<file path="config.mk">
export PLATFORM = sky130hd
export DESIGN_NAME = mem_arb
export DESIGN_NICKNAME = d
export VERILOG_FILES = /design/src/rtl/mem_arb.sv
export SDC_FILE = /design/constraint.sdc
export NUM_CORES = 1
export LEC_CHECK = 0
export CAP_MARGIN = 5
export CORE_UTILIZATION = 44
export DETAILED_ROUTE_END_ITERATION = 10
export PLACE_DENSITY = 0.87
export SYNTH_ARGS = -nofsm -noshare
export SYNTH_HDL_FRONTEND = slang
export SYNTH_SLANG_ARGS = --single-unit
</file>
<file path="constraint.sdc">
create_clock -name clock -period 3.15 [get_ports clock]
set_input_delay 0.315 -clock clock [delete_from_list [all_inputs] [get_ports clock]]
set_output_delay 0.315 -clock clock [all_outputs]
set_load 0.02 [all_outputs]
</file>
<file path="src/rtl/mem_arb.sv">
`default_nettype none
// ============================================================================
//  Module   : mem_arb
//  Purpose  : Merges NUM_CH request/response master channels onto a single
//             downstream memory port. Round-robin or fixed-priority grant,
//             one outstanding transaction, optional response timeout that
//             completes the transaction with an error flag.
//  Ports    : clock, reset            - clock / sync active-high reset
//             io_ch_*  (in)           - flattened per-channel requests
//             io_ch_respValid/Err/rdata (out) - completion to granted channel
//             io_mem_* (out)          - registered copy of granted request
//             io_mem_respValid/rdata (in) - downstream completion
//  Revision : 1.0 - initial release
// ============================================================================
module mem_arb #(
    parameter int NUM_CH   = 2,
    parameter int ADDR_W   = 32,
    parameter int DATA_W   = 32,
    parameter int ARB_MODE = 0,
    parameter int TIMEOUT  = 256
) (
    input  logic                         clock,
    input  logic                         reset,
    input  logic [NUM_CH-1:0]            io_ch_reqValid,
    input  logic [NUM_CH*ADDR_W-1:0]     io_ch_addr,
    input  logic [NUM_CH*2-1:0]          io_ch_size,
    input  logic [NUM_CH-1:0]            io_ch_wen,
    input  logic [NUM_CH*DATA_W-1:0]     io_ch_wdata,
    input  logic [NUM_CH*DATA_W/8-1:0]   io_ch_wmask,
    output logic [NUM_CH-1:0]            io_ch_respValid,
    output logic                         io_ch_respErr,
    output logic [DATA_W-1:0]            io_ch_rdata,
    output logic                         io_mem_reqValid,
    output logic [ADDR_W-1:0]            io_mem_addr,
    output logic [1:0]                   io_mem_size,
    output logic                         io_mem_wen,
    output logic [DATA_W-1:0]            io_mem_wdata,
    output logic [DATA_W/8-1:0]          io_mem_wmask,
    input  logic                         io_mem_respValid,
    input  logic [DATA_W-1:0]            io_mem_rdata
);

    localparam int c_IDX_W  = (NUM_CH > 1) ? $clog2(NUM_CH) : 1;
    localparam int c_MASK_W = DATA_W / 8;
    localparam int c_CNT_W  = (TIMEOUT > 0) ? $clog2(TIMEOUT + 1) : 1;
    localparam logic [c_CNT_W-1:0] c_TMO_LAST =
        (TIMEOUT > 0) ? c_CNT_W'(TIMEOUT - 1) : '0;

    typedef enum logic [1:0] {
        S_IDLE = 2'd0,
        S_BUSY = 2'd1,
        S_RESP = 2'd2
    } state_t;

    state_t                r_state;
    state_t                w_next;
    logic [c_IDX_W-1:0]    r_last;
    logic [c_IDX_W-1:0]    r_grant;
    logic [c_CNT_W-1:0]    r_cnt;
    logic [ADDR_W-1:0]     r_addr;
    logic [1:0]            r_size;
    logic                  r_wen;
    logic [DATA_W-1:0]     r_wdata;
    logic [c_MASK_W-1:0]   r_wmask;
    logic [DATA_W-1:0]     r_rdata;
    logic                  r_err;

    logic                  w_found;
    logic [c_IDX_W-1:0]    w_win;
    logic                  w_tmo;
    logic                  w_busy;
    logic                  w_resp;

    // ------------------------------------------------------------------
    // Winner selection. Round-robin scans from last_grant+1 with a single
    // wrap subtraction (sum never exceeds 2*NUM_CH-1); fixed priority
    // scans from index 0.
    // ------------------------------------------------------------------
    always_comb begin
        logic [c_IDX_W:0] v_idx;
        w_found = 1'b0;
        w_win   = '0;
        for (int i = 0; i < NUM_CH; i++) begin
            if (ARB_MODE == 1) begin
                v_idx = (c_IDX_W+1)'(i);
            end else begin
                v_idx = {1'b0, r_last} + (c_IDX_W+1)'(1) + (c_IDX_W+1)'(i);
                if (v_idx >= (c_IDX_W+1)'(NUM_CH)) begin
                    v_idx = v_idx - (c_IDX_W+1)'(NUM_CH);
                end
            end
            if (!w_found && io_ch_reqValid[v_idx[c_IDX_W-1:0]]) begin
                w_found = 1'b1;
                w_win   = v_idx[c_IDX_W-1:0];
            end
        end
    end

    assign w_tmo  = (TIMEOUT != 0) && (r_cnt == c_TMO_LAST);
    assign w_busy = (r_state == S_BUSY);
    assign w_resp = (r_state == S_RESP);

    // ------------------------------------------------------------------
    // FSM
    // ------------------------------------------------------------------
    always_ff @(posedge clock) begin
        if (reset) begin
            r_state <= S_IDLE;
        end else begin
            r_state <= w_next;
        end
    end

    always_comb begin
        w_next = r_state;
        case (r_state)
            S_IDLE: if (w_found) w_next = S_BUSY;
            S_BUSY: if (io_mem_respValid || w_tmo) w_next = S_RESP;
            S_RESP: w_next = S_IDLE;
            default: w_next = S_IDLE;
        endcase
    end

    // ------------------------------------------------------------------
    // Datapath: request latch, timeout counter, response capture.
    // A response in the final timeout cycle takes precedence over the
    // timeout, so real data is never discarded.
    // ------------------------------------------------------------------
    always_ff @(posedge clock) begin
        if (reset) begin
            r_last  <= c_IDX_W'(NUM_CH - 1);
            r_grant <= '0;
            r_cnt   <= '0;
            r_addr  <= '0;
            r_size  <= '0;
            r_wen   <= 1'b0;
            r_wdata <= '0;
            r_wmask <= '0;
            r_rdata <= '0;
            r_err   <= 1'b0;
        end else begin
            case (r_state)
                S_IDLE: begin
                    if (w_found) begin
                        r_grant <= w_win;
                        if (ARB_MODE == 0) begin
                            r_last <= w_win;
                        end
                        r_cnt   <= '0;
                        r_addr  <= io_ch_addr [w_win*ADDR_W   +: ADDR_W];
                        r_size  <= io_ch_size [w_win*2        +: 2];
                        r_wen   <= io_ch_wen  [w_win];
                        r_wdata <= io_ch_wdata[w_win*DATA_W   +: DATA_W];
                        r_wmask <= io_ch_wmask[w_win*c_MASK_W +: c_MASK_W];
                    end
                end
                S_BUSY: begin
                    // Saturating count; never wraps back into range.
                    if (r_cnt != '1) begin
                        r_cnt <= r_cnt + 1'b1;
                    end
                    if (io_mem_respValid) begin
                        r_rdata <= io_mem_rdata;
                        r_err   <= 1'b0;
                    end else if (w_tmo) begin
                        r_rdata <= '0;
                        r_err   <= 1'b1;
                    end
                end
                default: ;
            endcase
        end
    end

    // ------------------------------------------------------------------
    // Outputs: decoded only from state and latched registers.
    // ------------------------------------------------------------------
    generate
        for (genvar g = 0; g < NUM_CH; g++) begin : g_resp
            assign io_ch_respValid[g] = w_resp && (r_grant == c_IDX_W'(g));
        end
    endgenerate

    assign io_ch_respErr   = w_resp && r_err;
    assign io_ch_rdata     = w_resp ? r_rdata : '0;
    assign io_mem_reqValid = w_busy;
    assign io_mem_addr     = w_busy ? r_addr  : '0;
    assign io_mem_size     = w_busy ? r_size  : '0;
    assign io_mem_wen      = w_busy && r_wen;
    assign io_mem_wdata    = w_busy ? r_wdata : '0;
    assign io_mem_wmask    = w_busy ? r_wmask : '0;

endmodule
`default_nettype wire

</file>
==> Word-level counts from Yosys, hierarchy flattened <==
Index checks and enable logic that the tools add are counted.
{ "classes": {"reduce_logical": 14, "bitwise": 1, "mux": 27, "order_cmp": 5, "eq_ne": 7, "n_shift": 4, "add_sub_neg": 5} }
{ "ops": {"columns": ["cell", "n"], "rows": [
  ["32-bit two-way mux", 5],
  ["64-bit by 7-bit variable part select with 32-bit output", 2],
  ["9-bit two-way mux", 2],
  ["9-bit one-hot mux with 2 select lines", 1],
  ["1-bit two-way mux", 14],
  ["9-bit by 1-bit adder with 9-bit output, second input constant", 1],
  ["9-bit by 8-bit == test with 1-bit output, second input constant", 1],
  ["9-bit != test, second input constant", 1],
  ["8-bit by 4-bit variable part select with 4-bit output", 1],
  ["1-bit by 2-bit less-than comparator with 1-bit output, second input constant", 3],
  ["2-bit two-way mux", 3],
  ["2-bit AND reduction", 3],
  ["1-bit logical AND", 5],
  ["2-bit >= comparator, second input constant", 2],
  ["4-bit two-way mux", 1],
  ["2-bit by 1-bit != test with 1-bit output, second input constant", 2],
  ["2-bit one-hot mux with 2 select lines", 1],
  ["2-bit nonzero test", 2],
  ["4-bit by 3-bit variable part select with 2-bit output", 1],
  ["3-bit AND reduction", 1],
  ["1-bit by 1-bit adder with 2-bit output, second input constant", 1],
  ["2-bit by 1-bit adder with 2-bit output, second input constant", 1],
  ["2-bit by 1-bit == test with 1-bit output, second input constant", 1],
  ["2-bit == test, second input constant", 1],
  ["6 further kinds", 7]
]} }
{ "totals": {"inputBits": 179, "ff_bits": 117} }

==> Longest topological paths before layout <==
{ "logic_depth": {"depth_word": 11, "mapped_depth": 8, "depth_no_buf": 7} }

==> Worst setup path before layout <==
No wires, ideal clock.
{ "synth_path": {"path_kind": "reg-to-reg", "from": "register r_cnt[0]", "to": "register r_cnt[6]", "period_less_slack_ns": 1.901, "t_arrival_ns": 1.789, "stages_incl_launch_ff": 8, "path_buffers": 0, "setup_ns": 0.112, "setup_slack_ns": 1.249, "required_time_ns": 3.038, "path_cell_list": "dfxtp_1 > ha_1 > nand3_2 > nor3_1 > ha_1 > a21o_1 > or4_1 > a2111oi_1"} }
{ "synth_via": {"elab_chain_cells": 3, "elab_cells_between_ends": 6, "cone_classes": "add/sub (1); eq/ne (2); mux (2); reduce/logical (1)"} }
{ "synth_lines": {"columns": ["item", "line", "rtl"], "rows": [
  ["start, declared", "59", "logic [c_CNT_W-1:0] r_cnt;"],
  ["start signal, assigned", "160", "r_cnt <= r_cnt + 1'b1;"],
  ["9-bit by 1-bit adder with 9-bit output / 9-bit != test (equally long branches)", "160, 159", null],
  ["9-bit two-way mux / 2-bit by 1-bit != test with 1-bit output (equally long branches)", null, null],
  ["9-bit one-hot mux with 2 select lines / 3-bit AND reduction (equally long branches)", null, null]
]} }
Parallel ways exist; a longest one is shown, timed or not. The select of a mux whose other input is x is not followed.
A chain may end at the register's enable or synchronous reset.

==> Worst setup path in the final report <==
{ "layout_path": {"from": "register r_state[0]", "to": "output port io_mem_wdata[14]"} }
{ "layout_via": {"elab_chain_cells": 2} }
{ "layout_lines": {"columns": ["item", "line", "rtl"], "rows": [
  ["start, declared", "55", "state_t r_state;"],
  ["start signal, assigned", "110", "r_state <= w_next;"],
  ["2-bit by 1-bit == test with 1-bit output", "100", "assign w_busy = (r_state == S_BUSY);"],
  ["32-bit two-way mux", "190", "assign io_mem_wdata = w_busy ? r_wdata : '0;"],
  ["end, declared", "37", "output logic [DATA_W-1:0] io_mem_wdata,"]
]} }
No other way between the ends.

==> metrics.txt <==
maximum capacitance violations=0; Worst path top cell family by delay=buffers and inverters; net switching share of the total power=24.7%; Hold WC Path Type=in2reg; layout cell share with drive strength beyond 1=5.49%; number of global-route vias before repair=6,184; Synth Warn #=0; total power divided by cell area=529 nW/µm²; worst slew margin relative to its limit=21.1%; library cells used by synthesis=37; mapped cell area=5700 µm²; internal power contribution=3.73 mW; initial antenna violation count=0; WL per Instance=17.2 µm; total number of placement rows=41; power dissipated by switching net loads=1.23 mW; RSZ-0062 raised after global routing=no; Post-synth EDFFs=0; clock transition time at the flip-flop clock pins of the worst setup and hold paths=0.05 ns; highest-delay cell along the critical path=sky130_fd_sc_hd__clkdlybuf4s50_1; cts bufs inserted=17; area inside the core boundary=12,600 µm²; Leak Pwr=3.52 nW; placed wire-length estimate after detailed placement=13,300 µm; Seq. cell area=2340 µm²; endpoint required time on the critical path=2.83 ns; width of the die=116 µm; Mean Syn Cell Area=7.63 µm²; number of buffers inserted by post-CTS setup repair=0; first-pass GRT wire length=31,400 µm; number of DRC markers after the initial detailed-route iteration=589; type of the setup path with the least slack=reg2out; Die Height=116 µm; final period utilization=88.6%; worst-margin pin slew=1.18 ns; clock tree from TritonCTS=yes; number of buffer and inverter instances along the worst setup path=3; cell-by-cell trace of the critical path=nand2b_1 -> inv_2 -> buf_12 -> and2_1 -> clkdlybuf4s50_1; overflow left after global routing=0; share of the core filled with cells in the final layout=74.2%; global router's overall resource usage=30.3%; peak supply drop=0.440 mV; later-pin clock latency in the skew report=0.42 ns; total clock sinks=117; synthesized netlist net count=930; buffer cell driving the clock tree root=sky130_fd_sc_hd__clkbuf_16; hold bufs inserted after CTS=0; overall power consumption=4.95 mW; most frequently used flop master after synthesis=sky130_fd_sc_hd__dfxtp_1; Final setup viols=0; I/O pins=286; top library cells by usage in the layout, fill and taps aside=sky130_fd_sc_hd__clkdlybuf4s50_1, sky130_fd_sc_hd__nand2_1, sky130_fd_sc_hd__dfxtp_1; Vias=6,470; cell count after synthesis=748; number of max-slew violations in the final report=0; net count reported at finish=1,172; maximum single-stage delay on the critical path=0.63 ns; number of resized instances in the post-cts repair step=0; highest attainable clock frequency=358 MHz; pin count of the biggest net entering global routing=79; antenna viol nets, final=0; Area growth, synth to finish=64.1%; count of state elements after synthesis=117; combinational group share of total power=19.1%; share of power burned in registers=34.3%; setup TNS=0 ns; proportion of register bits with asynchronous set or reset after synthesis=0%; WHS=0.439 ns; final number of hold-violating endpoints=0; Worst setup EP type=output pin; crit start category=register; H-tree levels=4; number of buffer cells added on primary ports=285; combined area of the multi-input logic cells=3080 µm²; Worst Path Arrival=2.48 ns; area of the die=13,400 µm²; maximum fanout along the worst path=41; vias per cell=5.51; maximum buffer depth of the clock tree=2; final setup skew=0.00803 ns; count of antenna diodes in the layout=0; result of the run=finished, final reports clean; final wirelength=20,200 µm; most common cell after layout, fill and taps aside=sky130_fd_sc_hd__clkdlybuf4s50_1; Clk network pwr share=46.6%; number of fill cells=935; effective utilization at floorplan=45.2%; router iterations before antenna repair=5; placer congestion estimate=0.909; post-route DRC violation count=0; portion of the post-synthesis area used by sequential elements=41.1%; minimum clock period after layout=2.79 ns
[metal layers]
metal	part of all wire, %	track usage, %	vias up
met3	8.6	9.15	62
li1	-	-	3094
met2	50	52.5	311
met5	0	0	-
met4	4.3	16.5	0
met1	37	33.1	3003
[power groups by stage]
| stage | combinational, mW | clock [mW] | sequential (mW) |
|---|---|---|---|
| 2_1_floorplan | 0.497 | 0 | 1.69 |
| 3_3_place_gp | 0.920 | 0 | 1.72 |
| 3_5_place_dp | 0.938 | 0 | 1.72 |
| 4_1_cts | 0.948 | 2.32 | 1.69 |
| 5_1_grt | 1.03 | 2.40 | 1.71 |
| 6_report | 0.948 | 2.31 | 1.70 |
[Yosys cell counts (all sizes together), types with 2 or more instances]
cell type  instances  area (µm²)
nor3b              2        15.0
inv                3        11.3
nor4               2        12.5
nand2b             2        12.5
clkbuf            62         233
dfxtp            117        2340
mux2i              2        20.0
o211ai             2        15.0
nor3               3        15.0
o21ai             37         185
nor2               7        26.3
nand3              3        20.0
a21boi             3        22.5
or2                2        12.5
or4                4        31.3
nor2b              2        12.5
a21oi            109         546
ha                 3        37.5
nand2            179         672
a311oi            71         622
a211o              2        17.5
buf               13        65.1
o31ai              2        15.0
and2             105         657
[through the flow]
stage	std cells	instance area, µm²	worst slack [ns]
2_1_floorplan	748	5700	1.25
3_5_place_dp	1143	8660	0.797
5_1_grt	1174	9360	0.225
3_3_place_gp	1143	8660	0.860
6_report	1174	9360	0.359
4_1_cts	1174	9360	0.348
[final timing paths]
path                    from               end  slack (ns)  cells after the start
hold reg to reg        r_err             r_err        0.45                      1
hold / removal         reset           r_grant        0.44                      2
setup reg to reg    r_cnt[0]       r_rdata[15]        0.75                      7
setup / recovery  r_state[0]  io_mem_wdata[14]        0.36                      5
[final cells by class]
type	instances	area share, %
clock buffers	22	5.17
clock inverters	9	2.35
inverters	4	0.160
multi-input cells	552	32.9
flip-flops and latches	117	25.0
well taps	172	2.30
repair buffers	298	32.1
[cells by family (layout without fill, tap and decap cells)]
| logic type | Yosys count | in the layout | share of synthesized area (%) |
|---|---|---|---|
| compound gates | 232 | 232 | 25.9 |
| fa+ha+maj | 3 | 3 | 0.658 |
| buf+inv | 79 | 333 | 5.48 |
| flops | 117 | 117 | 41.1 |
| mux | 2 | 2 | 0.351 |
| simple gates | 315 | 315 | 26.6 |
[sequential cells by signal, summed over array words and instances, names as in the netlist]
signal and count:
r_err 1, r_addr 32, r_wen 1, r_state 2, r_wdata 32, r_wmask 4, r_rdata 32, r_grant 1
r_size 2, r_cnt 9, r_last 1
Power figures use the tool's default switching activity.
